## src/rtl/display_timing_pkg.sv

```systemverilog
// ============================================================================
// Module      : display_timing_pkg
// Description : Default 1280x1024@60 timing, colour-bar table, sync decode.
// Revision    : 1.0
// ============================================================================
`default_nettype none

package display_timing_pkg;

  localparam int unsigned C_H_ACTIVE = 1280;
  localparam int unsigned C_H_FP     = 48;
  localparam int unsigned C_H_SYNC   = 112;
  localparam int unsigned C_H_BP     = 248;
  localparam int unsigned C_H_TOTAL  = C_H_ACTIVE + C_H_FP + C_H_SYNC + C_H_BP;

  localparam int unsigned C_V_ACTIVE = 1024;
  localparam int unsigned C_V_FP     = 1;
  localparam int unsigned C_V_SYNC   = 3;
  localparam int unsigned C_V_BP     = 38;
  localparam int unsigned C_V_TOTAL  = C_V_ACTIVE + C_V_FP + C_V_SYNC + C_V_BP;

  // Index 0 is the leftmost bar.
  localparam logic [7:0][23:0] C_BAR_TABLE = {
    24'h000000, 24'h0000FF, 24'hFF0000, 24'hFF00FF,
    24'h00FF00, 24'h00FFFF, 24'hFFFF00, 24'hFFFFFF
  };

  typedef struct packed {
    logic hsync;
    logic vsync;
    logic de;
  } sync_t;

  typedef struct packed {
    logic       pat_en;
    logic [2:0] bar_idx;
  } pattern_t;

  function automatic logic in_window(input int unsigned cnt,
                                     input int unsigned start,
                                     input int unsigned len);
    return (cnt >= start) && (cnt < start + len);
  endfunction

endpackage

`default_nettype wire

```

## src/rtl/sync_delay_line.sv

```systemverilog
// ============================================================================
// Module      : sync_delay_line
// Description : DEPTH-stage shift register with async active-low clear.
// Revision    : 1.0
// ============================================================================
`default_nettype none

module sync_delay_line #(
  parameter int unsigned          WIDTH     = 3,
  parameter int unsigned          DEPTH     = 2,
  parameter logic [WIDTH-1:0]     RESET_VAL = '0
) (
  input  logic             clk,
  input  logic             rst_n,
  input  logic [WIDTH-1:0] i_data,
  output logic [WIDTH-1:0] o_data
);

  logic [WIDTH-1:0] r_pipe [DEPTH];

  always_ff @(posedge clk or negedge rst_n) begin
    if (!rst_n) begin
      for (int i = 0; i < int'(DEPTH); i++) r_pipe[i] <= RESET_VAL;
    end else begin
      r_pipe[0] <= i_data;
      for (int i = 1; i < int'(DEPTH); i++) r_pipe[i] <= r_pipe[i-1];
    end
  end

  assign o_data = r_pipe[DEPTH-1];

endmodule

`default_nettype wire

```

## src/rtl/display_timing_gen.sv

```systemverilog
// ============================================================================
// Module      : display_timing_gen
// Description : Raster timing generator with latency-matched panel outputs.
//               Optional colour bars under DISPLAY_TIMING_TEST_PATTERN_EN.
// Revision    : 1.0
// ============================================================================
`default_nettype none

module display_timing_gen
  import display_timing_pkg::*;
#(
  parameter int unsigned H_ACTIVE   = C_H_ACTIVE,
  parameter int unsigned H_FP       = C_H_FP,
  parameter int unsigned H_SYNC     = C_H_SYNC,
  parameter int unsigned H_BP       = C_H_BP,
  parameter int unsigned V_ACTIVE   = C_V_ACTIVE,
  parameter int unsigned V_FP       = C_V_FP,
  parameter int unsigned V_SYNC     = C_V_SYNC,
  parameter int unsigned V_BP       = C_V_BP,
  parameter bit          SYNC_POL   = 1'b1,
  parameter int unsigned PIPE_DELAY = 2
) (
  input  logic        clk,
  input  logic        reset,
  output logic [10:0] x,
  output logic [9:0]  y,
  output logic        valid,
  output logic        vsync,
  output logic        frame_start,
  input  logic [23:0] rgb_in,
  input  logic        test_mode,
  output logic        hsync_out,
  output logic        vsync_out,
  output logic        de_out,
  output logic [23:0] rgb_out
);

  localparam int unsigned H_TOTAL = H_ACTIVE + H_FP + H_SYNC + H_BP;
  localparam int unsigned V_TOTAL = V_ACTIVE + V_FP + V_SYNC + V_BP;
  localparam int unsigned HW      = $clog2(H_TOTAL);
  localparam int unsigned VW      = $clog2(V_TOTAL);

  localparam sync_t C_SYNC_IDLE = '{hsync: ~SYNC_POL, vsync: ~SYNC_POL, de: 1'b0};

`ifdef DISPLAY_TIMING_TEST_PATTERN_EN
  localparam int unsigned DLY_W = $bits(sync_t) + $bits(pattern_t);
`else
  localparam int unsigned DLY_W = $bits(sync_t);
`endif
  localparam logic [DLY_W-1:0] C_DLY_RST = DLY_W'(C_SYNC_IDLE);

  logic [HW-1:0]    r_h_cnt;
  logic [VW-1:0]    r_v_cnt;
  logic             r_hsync;
  logic             w_h_last;
  logic             w_h_active;
  logic             w_v_active;
  logic             w_hs_win;
  logic             w_vs_win;
  logic [DLY_W-1:0] w_dly_in;
  logic [DLY_W-1:0] w_dly_out;
  sync_t            w_sync_in;
  sync_t            w_sync_dly;
  logic [23:0]      w_pixel;

  assign w_h_last   = (r_h_cnt == HW'(H_TOTAL - 1));
  assign w_h_active = (r_h_cnt < HW'(H_ACTIVE));
  assign w_v_active = (r_v_cnt < VW'(V_ACTIVE));
  assign w_hs_win   = in_window(32'(r_h_cnt), H_ACTIVE + H_FP, H_SYNC);
  assign w_vs_win   = in_window(32'(r_v_cnt), V_ACTIVE + V_FP, V_SYNC);

  always_ff @(posedge clk or negedge reset) begin
    if (!reset) begin
      r_h_cnt <= '0;
      r_v_cnt <= '0;
    end else if (w_h_last) begin
      r_h_cnt <= '0;
      r_v_cnt <= (r_v_cnt == VW'(V_TOTAL - 1)) ? '0 : r_v_cnt + 1'b1;
    end else begin
      r_h_cnt <= r_h_cnt + 1'b1;
    end
  end

  // Consumer-facing stage: decodes the counter state captured at this edge.
  always_ff @(posedge clk or negedge reset) begin
    if (!reset) begin
      x           <= '0;
      y           <= '0;
      valid       <= 1'b0;
      frame_start <= 1'b0;
      vsync       <= ~SYNC_POL;
      r_hsync     <= ~SYNC_POL;
    end else begin
      x           <= w_h_active ? 11'(r_h_cnt) : '0;
      y           <= w_v_active ? 10'(r_v_cnt) : '0;
      valid       <= w_h_active && w_v_active;
      frame_start <= (r_h_cnt == '0) && (r_v_cnt == '0);
      vsync       <= w_vs_win ? SYNC_POL : ~SYNC_POL;
      r_hsync     <= w_hs_win ? SYNC_POL : ~SYNC_POL;
    end
  end

  assign w_sync_in = '{hsync: r_hsync, vsync: vsync, de: valid};

`ifdef DISPLAY_TIMING_TEST_PATTERN_EN
  logic     r_pat_en;
  logic     w_pat_en;
  pattern_t w_pat_in;
  pattern_t w_pat_dly;

  // Mode only changes on the first pixel of a frame to avoid tearing.
  assign w_pat_en = frame_start ? test_mode : r_pat_en;
  assign w_pat_in = '{pat_en: w_pat_en, bar_idx: 3'(x / 11'(H_ACTIVE / 8))};

  always_ff @(posedge clk or negedge reset) begin
    if (!reset) r_pat_en <= 1'b0;
    else        r_pat_en <= w_pat_en;
  end

  assign w_dly_in   = {w_pat_in, w_sync_in};
  assign w_pat_dly  = w_dly_out[DLY_W-1 -: $bits(pattern_t)];
  assign w_pixel    = w_pat_dly.pat_en ? C_BAR_TABLE[w_pat_dly.bar_idx] : rgb_in;
`else
  logic w_unused_test_mode;
  assign w_unused_test_mode = test_mode;
  assign w_dly_in           = w_sync_in;
  assign w_pixel            = rgb_in;
`endif

  assign w_sync_dly = w_dly_out[$bits(sync_t)-1:0];

  sync_delay_line #(
    .WIDTH     (DLY_W),
    .DEPTH     (PIPE_DELAY),
    .RESET_VAL (C_DLY_RST)
  ) u_sync_delay_line (
    .clk    (clk),
    .rst_n  (reset),
    .i_data (w_dly_in),
    .o_data (w_dly_out)
  );

  always_ff @(posedge clk or negedge reset) begin
    if (!reset) begin
      hsync_out <= ~SYNC_POL;
      vsync_out <= ~SYNC_POL;
      de_out    <= 1'b0;
      rgb_out   <= '0;
    end else begin
      hsync_out <= w_sync_dly.hsync;
      vsync_out <= w_sync_dly.vsync;
      de_out    <= w_sync_dly.de;
      rgb_out   <= w_sync_dly.de ? w_pixel : '0;
    end
  end

endmodule

`default_nettype wire

```

## config.mk

```make
export PLATFORM = sky130hd
export DESIGN_NAME = display_timing_gen
export DESIGN_NICKNAME = d
export VERILOG_FILES = /design/src/rtl/display_timing_pkg.sv /design/src/rtl/sync_delay_line.sv /design/src/rtl/display_timing_gen.sv
export SDC_FILE = /design/constraint.sdc
export NUM_CORES = 1
export LEC_CHECK = 0
export CAP_MARGIN = 40
export CELL_PAD_IN_SITES_DETAIL_PLACEMENT = 1
export CELL_PAD_IN_SITES_GLOBAL_PLACEMENT = 1
export CORE_MARGIN = 2
export CORE_UTILIZATION = 49
export CTS_CLUSTER_SIZE = 24
export DETAILED_ROUTE_END_ITERATION = 7
export DONT_BUFFER_PORTS = 1
export PLACE_DENSITY = 0.8
export SLEW_MARGIN = 10
export SYNTH_ARGS = -nofsm -noshare
export SYNTH_HDL_FRONTEND = slang
export SYNTH_SLANG_ARGS = --single-unit
export TNS_END_PERCENT = 30
```

## constraint.sdc

```tcl
create_clock -name clk -period 2.15 [get_ports clk]
set_input_delay 0.5375 -clock clk [delete_from_list [all_inputs] [get_ports clk]]
set_output_delay 0.5375 -clock clk [all_outputs]
set_load 0.05 [all_outputs]
```

After elaboration in Yosys (flattened, before gate mapping)

Index checks and enable logic that the tools add are counted.
W data, S select, Z words.

Multiply operators: 0
Equality and inequality tests: 2
Divide/modulo/power cells: 0
Reductions and logical operators: 6
Multiplexer cells: 7
Bitwise logic cells: 0
Add/sub/neg operators: 2
Order comparisons: 6
Shifts and indexed selects: 0

Operators by type and width:

| cell                    | number |
|---|---|
| $lt A11 B11 Y1 const B  | 4 |
| $mux W11                | 3 |
| $mux W24                | 1 |
| $add A11 B1 Y11 const B | 2 |
| $eq A11 B11 Y1 const B  | 2 |
| $ge A11 B11 Y1 const B  | 2 |
| $logic_not A11 Y1       | 2 |
| $mux W10                | 1 |
| $logic_and A1 B1 Y1     | 4 |
| $mux W1                 | 2 |

Memories kept: 0
Flip-flop bits (word level): 80
Bits in read-only memories: 0
Logic and storage cells: 37
RAM bits: 0
Bits in latches: 0
Bits of input ports: 27
Output and inout port bits: 51

Longest topological paths before layout

Depth in word-level cells: 3
Depth in mapped cells: 6
Gate-level depth less buffers: 6

Modules after synthesis

A second synthesis with hierarchy kept.

Cells, all modules: 239
Area, all modules: 3011.6 µm²

Modules (own cells, without submodules):

| module             | instances | sequential area each (µm²) | cells an instance | area each (µm²) |
|---|---|---|---|---|
| display_timing_gen | 1         | 1851.8                     | 230               | 2839.0 |
| sync_delay_line    | 1         | 150.1                      | 9                 | 172.7 |

Worst setup path after synthesis

Ideal clock, no wire load.

Kind: register -> register
From: register r_h_cnt[6]
To: register r_v_cnt[10]
Path buffers: 2
Arrival: 1749 ps
Clock period less this slack: 1831 ps
Path slack: 319 ps
Setup time: 82 ps
Cell stages (with the launch flop): 7
Required time: 2068 ps
Path through: dfrtp_1 buf_6 or3_4 or3_1 buf_6 o31a_1 a31oi_1

Word-level cells in the longest chain between the ends: 1

Ends and longest elaborated chain:

| element                | RTL line                 | text |
|---|---|---|
| start, declared        | display_timing_gen.sv:52 | `logic [HW-1:0] r_h_cnt;` |
| start signal, assigned | display_timing_gen.sv:80 | `r_h_cnt <= r_h_cnt + 1'b1;` |
| $eq A11 B11 Y1         | display_timing_gen.sv:66 | `assign w_h_last = (r_h_cnt == HW'(H_TOTAL - 1));` |
| end signal, assigned   | display_timing_gen.sv:78 | `r_v_cnt <= (r_v_cnt == VW'(V_TOTAL - 1)) ? '0 : r_v_cnt + 1'b1;` |
| end, declared          | display_timing_gen.sv:53 | `logic [VW-1:0] r_v_cnt;` |

Every way passes these cells.
A chain may end at the register's enable or synchronous reset.

Final worst setup path

From: register r_h_cnt[0]
To: register r_v_cnt[9]

Same word-level chain as after synthesis.

==> summary.md <==
| Metric | Value |
|---|---|
| Worst EP required | `2420 ps` |
| WL/cell | `~20 um` |
| Proportion of layout cells with a drive suffix above 1 | `10.2%` |
| Final hold viol count | `80` |
| Die area | `about 6700 sq um` |
| Post-synthesis compound-gate area fraction | `between 3 and 4%` |
| Crit share post-route | `~91%` |
| Post-synthesis async set-or-reset flop share | `100%` |
| Post-Syn Area | `~3000 sq um` |
| Die Ht | `82.1 um` |
| Net switching power | `0.000638 W` |
| Critical Path Fanout Max | `9` |
| Final hold slack | `-125 ps` |
| Fill count | `about 600` |
| Inst Count DP | `a little over 300` |
| CTS Buf Count | `9` |
| CP endpoint kind | `register` |
| Setup bufs post-CTS | `0` |
| Power per cell area | `846 nW/um^2` |
| Max Cap Viol | `0` |
| Prevailing post-synth register cell | `dfrtp_1` |
| Simple-gate area share of the yosys netlist | `between 15 and 20%` |
| Largest net degree at the start of global routing | `81` |
| Run status | `finished with violations` |
| Area of the multi-input gates | `873 sq um` |
| Synth warnings | `0` |
| Distinct cells, synth | `36` |
| DRT iter0 DRCs | `between 70 and 80` |
| Number of global-route vias before repair | `1841` |
| Via density | `5.59` |
| Power Internal | `0.00210 W` |
| Synth cell count leaders | `80 x dfrtp_1, 33 x and2_1, 14 x nor2_1` |
| Seq. cell area | `2000 sq um` |
| Yosys reg bits | `80` |
| Clk slew on worst S/H paths | `80 ps` |
| Die width | `82.1 um` |
| Least-Margin Pin Slew | `569 ps` |
| Setup TNS | `0 ps` |
| Reg power frac | `between 50% and 60%` |
| Achievable frequency | `513 MHz` |
| Reg2reg path depth | `5` |
| Starting Density | `50.4%` |
| TritonCTS clock tree | `yes` |
| Vias | `around 1800` |
| Mux contribution to synthesized area | `0.335%` |
| Setup WS post-layout | `202 ps` |
| CP Launch Type | `register` |
| Synth top area cells | `dfrtp_1 67%, and2_1 6.9%, ha_1 2.1%, nor2b_1 2.1%, xor2_1 2.1%` |
| Post-synth net total | `268` |
| Max Slew Vio Count | `0` |
| Post-synth EDFFs | `0` |
| Final WL | `between 6 and 7 mm` |
| Sequential fraction of the synthesis area | `67.0%` |
| Reg2Reg Capture Point | `r_v_cnt[9]$_DFFE_PN0N_` |
| Initial antenna violation count | `0` |
| Mapped Cells | `236` |
| Gr usage total | `about 20%` |
| Num rows | `28` |
| Area Overhead vs Synth | `8.46%` |
| First-pass GRT wire length | `between 9 and 10 mm` |
| IO Port Bufs | `0` |
| Clock sink count | `80` |
| CP Launch Point | `r_h_cnt[0]$_DFF_PN0_` |
| Leakage power | `1.50 nW` |
| Top-count cell post-synth | `dfrtp_1` |
| Worst slack, placed | `230 ps` |
| H-tree Lvls | `3` |
| Final setup viols | `0` |
| Relative max-transition margin | `~62%` |
| Combinational power share | `less than 1%` |
| WS Path Type | `register to register` |
| Residual DRC | `0` |
| Root Driver | `clkbuf_8` |
| Clk Latency, worst-skew pair | `350 ps` |
| CP Data Arrival Time | `2220 ps` |
| Clock power share | `40.3%` |
| Inserted Diodes | `0` |
| Synth Area per Inst | `12.7 sq um` |
| Largest family of logic cells by synthesized area | `simple AND/OR/NAND/NOR gates` |
| Reg2reg setup slack | `roughly 200 ps` |
| Routability congestion estimate | `0.751` |
| Total core area | `5920 sq um` |
| Post-Synth Adder-Cell Area | `2.09%` |
| Worst Setup EP | `r_v_cnt[9]$_DFFE_PN0N_` |
| Peak supply drop | `0.493 mV` |
| Clock buffer depth | `2` |
| Final Non-Filler Cells | `approximately 320` |
| Hold/Removal Path Class | `input port to asynchronous set/reset pin` |
| Hpwl dp | `about 4.1 mm` |
| Synth Area in XOR/XNOR | `3.81%` |
| Detailed Routing Iterations Pass 1 | `4` |
| Layout Nets | `274` |
| Worst flop-to-flop path startpoint | `r_h_cnt[0]$_DFF_PN0_` |
| Final ANT Viol Nets | `0` |
| Violated checks | `negative hold slack` |
| RSZ-0062 raised after global routing | `no` |
| Yosys top cell area share | `67.0%` |
| Ports | `between 70 and 80` |
| Grt total ovfl | `0` |
| Largest area contributor in the netlist | `dfrtp_1` |
| Min Clock Period, post-route | `~2000 ps` |
| Clock skew | `7.40 ps` |
| Sw frac | `23.3%` |
## layout by cell type (no fill, tap or decap), types with 2 or more instances in the layout
cell type and count:
a21oi_1 4, and2_1 33, and2_2 2, and3_1 2, and4_1 2, buf_4 7, clkbuf_8 10, clkinvlp_4 2
dfrtp_1 80, ha_1 5, inv_1 6, nand2_1 7, nand3_1 11, nand4_1 8, nor2_1 14, nor2b_1 10
nor3_1 6, nor4_1 2, o21ai_0 6, o31ai_1 2, xnor2_1 6, xor2_1 7
## area by class of cell
| type | instances | share of cell area [%] |
|---|---|---|
| Sequential cell | 80 | 61.8 |
| Multi-Input combinational cell | 138 | 27.0 |
| Clock buffer | 11 | 4.36 |
| Tap cell | 75 | 2.90 |
| Clock inverter | 4 | 1.66 |
| Timing Repair Buffer | 7 | 1.62 |
| Inverter | 6 | 0.695 |
## what timing repair did
action,CTS,global route
gates resized for setup,0,0
endpoints found under the hold margin,80,80
endpoints found under the setup margin,0,0
## critical path, cell delays in order (launching register included)
cell and delay (ps):
dfrtp_1 440, ha_1 250, nand4_1 140, or3_1 510, nor3_1 350, xor2_1 180
## metrics by stage
| step | hold slack, ps | utilization [%] | area, sq um | total power (W) |
|---|---|---|---|---|
| after floorplan | 242 | - | 2990 | 0.00166 |
| after global placement | 243 | 51.4 | 3040 | 0.00166 |
| after detailed placement | 244 | 51.4 | 3040 | 0.00167 |
| after CTS | -138 | 54.7 | 3240 | 0.00276 |
| after global routing | -148 | 54.7 | 3240 | 0.00283 |
| final | -125 | 54.7 | 3240 | 0.00274 |
## flip-flops by register name, summed over array words and instances, names as in the netlist
register	cells
rgb_out	24
r_h_cnt	11
r_v_cnt	11
x	11
y	10
u_sync_delay_line.o_data	3
u_sync_delay_line.r_pipe	3
de_out	1
frame_start	1
hsync_out	1
r_hsync	1
valid	1
vsync	1
vsync_out	1
## routing by layer
metal | global-route usage (%) | share of wire, %
met5 | 0 | 0
met4 | 10.7 | 3.0
met3 | 7.36 | 9.8
met2 | 32.0 | 47
met1 | 24.1 | 41
## worst min-delay path by stage
stage,from,end,slack [ps],cells past startpoint
2_1_floorplan,reset,de_out$_DFF_PN0_,240,0
3_3_place_gp,reset,rgb_out[5]$_DFF_PN0_,240,0
3_5_place_dp,reset,rgb_out[5]$_DFF_PN0_,240,0
4_1_cts,reset,r_hsync$_DFF_PN0_,-140,0
5_1_grt,reset,r_h_cnt[4]$_DFF_PN0_,-150,0
6_report,reset,rgb_out[5]$_DFF_PN0_,-130,0
## power groups by stage
| stage | registers, W | clock network, W | logic [W] |
|---|---|---|---|
| global placement | 0.00165 | 0 | 0.0000163 |
| detailed placement | 0.00165 | 0 | 0.0000186 |
| finish | 0.00162 | 0.00110 | 0.0000189 |
| global route | 0.00162 | 0.00118 | 0.0000207 |
| floorplan | 0.00165 | 0 | 0.0000152 |
| CTS | 0.00162 | 0.00112 | 0.0000195 |
## logic make-up after synthesis
family,count (synthesis)
XOR/XNOR,13
AND/OR/NAND/NOR,103
AO/OA/AOI/OAI,16
buffers and inverters,18
multiplexers,1
adder cells (fa/ha/maj),5
flip-flops,80
Note: power is estimated with default switching activity, not from simulation.
